File: src/rtl/mod0_sample_buffer.sv
// ---------------------------------------------------------------------------
// mod0_sample_buffer
//
// Downstream capture stage for mod0. Every cycle in which mod0 raises its
// strobe (IB1) the 4-bit result on IV1_4 is written into a small FIFO. The
// head of the FIFO is offered to the next consumer over a valid/ready
// handshake. mod0 cannot be stalled, so strobes that arrive while the FIFO
// is full (and nothing drains that cycle) are discarded and counted in a
// saturating drop counter.
//
// Parameters:
//   DEPTH   FIFO entries (power of 2, >= 2)
//   DROP_W  width of the drop counter
//
// Ports:
//   clk       in   rising-edge clock
//   rst_n     in   asynchronous active-low reset
//   IV1_4     in   [3:0] sample data from mod0.OV1_3
//   IB1       in   sample strobe from mod0.POB2
//   IB_FLUSH  in   synchronous clear of the queued samples
//   IB_READY  in   downstream ready
//   OV1_4     out  [3:0] head-of-FIFO data (0 when empty)
//   OB_VALID  out  FIFO non-empty
//   OB_FULL   out  occupancy equals DEPTH
//   OV_LEVEL  out  [clog2(DEPTH):0] current occupancy
//   OV_DROP   out  [DROP_W-1:0] saturating count of rejected strobes
// ---------------------------------------------------------------------------
module mod0_sample_buffer #(
    parameter int DEPTH  = 4,
    parameter int DROP_W = 8
) (
    input  logic                     clk,
    input  logic                     rst_n,
    input  logic [3:0]               IV1_4,
    input  logic                     IB1,
    input  logic                     IB_FLUSH,
    input  logic                     IB_READY,
    output logic [3:0]               OV1_4,
    output logic                     OB_VALID,
    output logic                     OB_FULL,
    output logic [$clog2(DEPTH):0]   OV_LEVEL,
    output logic [DROP_W-1:0]        OV_DROP
);

    localparam int PTR_W = $clog2(DEPTH);
    localparam int LVL_W = PTR_W + 1;
    localparam logic [LVL_W-1:0]  FULL_LEVEL = LVL_W'(DEPTH);
    localparam logic [DROP_W-1:0] DROP_MAX   = {DROP_W{1'b1}};

    logic [3:0]        mem [DEPTH];
    logic [PTR_W-1:0]  wr_ptr;
    logic [PTR_W-1:0]  rd_ptr;
    logic [LVL_W-1:0]  level;
    logic [DROP_W-1:0] drop_cnt;

    logic is_empty;
    logic is_full;
    logic do_pop;
    logic do_push;
    logic do_drop;

    // Transfer decisions. A flush suppresses everything else in its cycle,
    // including the drop bookkeeping. A strobe at full is still accepted
    // when the head leaves in the same cycle, which keeps a full FIFO
    // streaming at one sample per cycle.
    always_comb begin
        is_empty = (level == '0);
        is_full  = (level == FULL_LEVEL);
        do_pop   = !IB_FLUSH && !is_empty && IB_READY;
        do_push  = !IB_FLUSH && IB1 && (!is_full || do_pop);
        do_drop  = !IB_FLUSH && IB1 && is_full && !do_pop;
    end

    // Pointers wrap naturally because DEPTH is a power of 2.
    always_ff @(posedge clk or negedge rst_n) begin
        if (!rst_n) begin
            wr_ptr <= '0;
            rd_ptr <= '0;
        end else if (IB_FLUSH) begin
            wr_ptr <= '0;
            rd_ptr <= '0;
        end else begin
            if (do_push) begin
                wr_ptr <= wr_ptr + 1'b1;
            end
            if (do_pop) begin
                rd_ptr <= rd_ptr + 1'b1;
            end
        end
    end

    // Occupancy: simultaneous push and pop leave it unchanged.
    always_ff @(posedge clk or negedge rst_n) begin
        if (!rst_n) begin
            level <= '0;
        end else if (IB_FLUSH) begin
            level <= '0;
        end else begin
            case ({do_push, do_pop})
                2'b10:   level <= level + 1'b1;
                2'b01:   level <= level - 1'b1;
                default: level <= level;
            endcase
        end
    end

    // Drop counter survives a flush; only reset clears it. It sticks at its
    // maximum rather than wrapping so a long overload is never hidden.
    always_ff @(posedge clk or negedge rst_n) begin
        if (!rst_n) begin
            drop_cnt <= '0;
        end else if (do_drop && (drop_cnt != DROP_MAX)) begin
            drop_cnt <= drop_cnt + 1'b1;
        end
    end

    // Sample storage is deliberately not reset; the level gates its use.
    always_ff @(posedge clk) begin
        if (do_push) begin
            mem[wr_ptr] <= IV1_4;
        end
    end

    // Outputs come only from registered state, so there is no
    // combinational path from any input to the consumer side.
    always_comb begin
        OB_VALID = !is_empty;
        OB_FULL  = is_full;
        OV_LEVEL = level;
        OV_DROP  = drop_cnt;
        OV1_4    = is_empty ? 4'h0 : mem[rd_ptr];
    end

endmodule

File: config.mk
export PLATFORM = sky130hd
export DESIGN_NAME = mod0_sample_buffer
export DESIGN_NICKNAME = d
export VERILOG_FILES = /design/src/rtl/mod0_sample_buffer.sv
export SDC_FILE = /design/constraint.sdc
export NUM_CORES = 1
export LEC_CHECK = 0
export ABC_AREA = 1
export CORE_ASPECT_RATIO = 0.8
export CORE_MARGIN = 2
export CORE_UTILIZATION = 47
export CTS_BUF_LIST = sky130_fd_sc_hd__clkbuf_16
export CTS_CLUSTER_SIZE = 14
export DETAILED_ROUTE_END_ITERATION = 6
export GPL_TIMING_DRIVEN = 0
export PLACE_DENSITY = 0.86
export SETUP_SLACK_MARGIN = 0.4
export SLEW_MARGIN = 0
export SYNTH_ARGS = -nofsm -noshare
export SYNTH_HDL_FRONTEND = slang
export SYNTH_SLANG_ARGS = --single-unit
File: constraint.sdc
create_clock -name clk -period 1.7 [get_ports clk]
set_input_delay 0.255 -clock clk [delete_from_list [all_inputs] [get_ports clk]]
set_output_delay 0.255 -clock clk [all_outputs]
set_load 0.01 [all_outputs]
==> results.yml <==
clock_network:
  cts.sink_count: 31
  clk_pin_slew_worst_paths_ns: 0.05
  clock_insertion_delay_at_the_later_pin_of_the_skew_report_ns: 0.27
  ctsRootBufferMaster: "sky130_fd_sc_hd__clkbuf_16"
  tritoncts: "yes"
  cts_max_path_buffers: 2
  ctsHoldBuffers: 0
  numCtsBuffers: 5
  ctsHtreeMaxLevel: 2
global_route:
  global_route_wire_length_before_repair_um: 5910
  antenna_found_initial: 0
  grt_start_max_net_pins: 16
  via_count_of_the_first_global_routing_pass: 1285
  track_usage_pct: 21.8
  grt.overflow.total: 0
sta:
  post-route-min-period_ns: 1.79
  worst-slew-pin-transition_ns: 0.702
  slew_headroom_pct: 53.1
  slew_viol_final: 0
  rsz0062_at_grt: "true"
  setup_viol: 1
  finalSetupTns_ns: -0.0898
  finalHoldViolCount: 0
  clock-skew-final_ns: 0.00373
  timing.final.ws_setup_ns: -0.0898
  fin_crit_sh_pct: 105
  timing.fmax_mhz: 559
  fin_hold_ws_ns: 0.405
power_and_ir_drop:
  power.leakage_uw: 0.00107
  ir_worst_vdd_mv: 0.649
  power_density_mw_per_mm2: 922
critical_path:
  crit_path_max_fo: 4
  worstSetupEndpointType: "flip-flop"
  crit_arrival_ns: 2.00
  path_class: "flip-flop to flip-flop"
  rr_worst_depth: 13
  worstPathRequired_ns: 1.91
  startpoint_type: "flip-flop"
floorplanning:
  die_y_um: 55.5
  initial_utilization_pct: 49.8
  floorplan.die_area_mm2: 0.00380
  die_width_um: 68.4
  fp-row-count: 18
  ios: 26
  core_mm2: 0.00313
cells_and_area:
  multiInputGateArea_um2: 744
  area.sequential_um2: 861
  synthToLayoutAreaGrowth_pct: 48.5
  finish.net_count: 244
  layout-drive-gt1-share_pct: 37.8
  num-fill-cells: 200
  n_antenna_cell: 0
yosys:
  gate_count_after_technology_mapping: 173
  syn-mean-instance-area_um2: 9.02
  netlist_cell_types: 24
  post_synth_instance_area_mm2: 0.00156
  synth_sequential_area_ratio_pct: 54.9
  syn-num-nets: 188
  ys_ff_latch: 31
  synth_warnings: 0
job:
  cap_violations: 0
placement:
  place.detailed.hpwl_um: 2120
  gp_congestion: 0.794
  place.port_buffers: 25
routing:
  vias: 1405
  postRouteWirelength_um: 4110
  drt_first_iter_violations: 166
  ant_nets: 0
  routed_wire_length_per_instance_um: 15.2
  number_of_drc_violations_after_detailed_routing: 0
  drt_pass1_iterations: 4
  drt-vias-per-instance: 5.20
run_status:
  status: "finished with violations"
  violations_in_the_final_reports: "negative setup slack"
worst_hold_path:
  worstHoldPathType: "input pin to async pin"
==> logic make-up after synthesis <==
| logic type | count (synthesis) | synth area share (%) |
|---|---|---|
| xor+xnor | 6 | 3.37 |
| buf+inv | 25 | 6.66 |
| fa+ha+maj | 6 | 5.29 |
| flops | 31 | 54.9 |
| compound gates | 19 | 6.74 |
| simple gates | 86 | 23.1 |
==> per-stage QoR <==
step / setup slack (ns) / power (uW) / instance area (um^2) / util [%] / std cells
after floorplan: -0.0718 / 1070 / 1640 / - / 173
after global placement: -0.410 / 1210 / 1940 / 62.1 / 238
after detailed placement: -0.434 / 1220 / 1940 / 62.1 / 238
after CTS: -0.0587 / 2090 / 2200 / 70.3 / 261
after global routing: -0.126 / 2230 / 2320 / 74.0 / 270
final: -0.0898 / 2140 / 2320 / 74.0 / 270
==> path summary, 6_finish.rpt <==
path | slack, ns | endpoint | startpoint
min reg2reg | 0.55 | OV_DROP[5] | OV_DROP[5]
max in group asynchronous | 0.80 | OV_LEVEL[1] | rst_n
max reg2reg | -0.09 | OV_LEVEL[2] | OV_LEVEL[0]
max | -0.09 | OV_LEVEL[2] | OV_LEVEL[0]
min | 0.41 | OV_DROP[2] | rst_n
min in group clk | 0.55 | OV_DROP[5] | OV_DROP[5]
==> synthesized netlist by cell type (all sizes together) <==
| master | instances | share of area [%] |
|---|---|---|
| nand3 | 8 | 2.6 |
| fa | 1 | 1.3 |
| xnor2 | 4 | 2.2 |
| ha | 5 | 4.0 |
| a21oi | 5 | 1.6 |
| or2 | 1 | 0.40 |
| nor3 | 1 | 0.32 |
| nand3b | 1 | 0.48 |
| xor2 | 2 | 1.1 |
| clkinv | 1 | 0.24 |
| nand2 | 46 | 12 |
| inv | 21 | 5.1 |
| nor2 | 27 | 6.8 |
| nand4 | 2 | 0.80 |
| edfxtp | 16 | 31 |
| buf | 3 | 1.4 |
| o21ai | 13 | 4.7 |
| dfrtp | 15 | 24 |
| o31ai | 1 | 0.48 |
==> layout make-up <==
| cell class | count | share of cell area (%) |
|---|---|---|
| plain buffers | 3 | 1.46 |
| clock buffers | 5 | 5.40 |
| clock inverters | 3 | 0.540 |
| inverters | 22 | 4.00 |
| multi-input cells | 117 | 32.1 |
| flip-flops and latches | 31 | 37.1 |
| well taps | 40 | 2.16 |
| repair buffers | 49 | 17.2 |
==> critical path, stage by stage (launching register included) <==
cell and delay, ns:
sky130_fd_sc_hd__dfrtp_2 0.42, sky130_fd_sc_hd__nor2_4 0.14, sky130_fd_sc_hd__nand2_4 0.09, sky130_fd_sc_hd__nand3_4 0.07, sky130_fd_sc_hd__inv_2 0.05, sky130_fd_sc_hd__fa_2 0.33, sky130_fd_sc_hd__or2_4 0.25, sky130_fd_sc_hd__nand2_4 0.06
sky130_fd_sc_hd__inv_2 0.03, sky130_fd_sc_hd__nand2_1 0.05, sky130_fd_sc_hd__nand2_1 0.05, sky130_fd_sc_hd__inv_1 0.06, sky130_fd_sc_hd__nand2_1 0.05, sky130_fd_sc_hd__nand2_1 0.07
==> cells in the final DEF (no fill, tap or decap), drive strengths merged <==
| master | n |
|---|---|
| dlygate4sd2 | 9 |
| nor3 | 1 |
| dfrtp | 15 |
| o31ai | 1 |
| nand3b | 1 |
| nand2 | 46 |
| buf | 34 |
| clkbuf | 5 |
| xnor2 | 4 |
| ha | 5 |
| clkdlybuf4s15 | 2 |
| a21oi | 5 |
| fa | 1 |
| clkinv | 3 |
| edfxtp | 16 |
| xor2 | 2 |
| or2 | 1 |
| inv | 22 |
| nand4 | 2 |
| nand3 | 8 |
| o21ai | 13 |
| clkdlybuf4s50 | 6 |
| nor2 | 27 |
| dlymetal6s2s | 1 |
==> sequential cells by signal, summed over array words and instances (netlist names) <==
name and count:
wr_ptr 2, mem 16, rd_ptr 2, OV_DROP 8
OV_LEVEL 3
==> metal layers <==
layer / vias to the layer above / global-route usage (%) / wire (um)
li1: 668 / - / -
met1: 649 / 28.6 / 1590
met2: 79 / 33.1 / 2080
met3: 9 / 7.13 / 370
met4: 0 / 8.57 / 76
met5: - / 0 / 0
==> power by group <==
part           internal (uW)  total, uW  switching (uW)
logic                    204        455             251
clock network            527        816             289
registers                833        866            32.6
total                   1560       2140             572
==> repair_timing <==
item                       4_1_cts  5_1_grt
gates cloned                     2        1
setup buffers                   13        8
setup endpoints to repair       47       35
gates resized for setup         68       17
pin swaps                       14       13
Note: power is estimated with default switching activity, not from simulation.
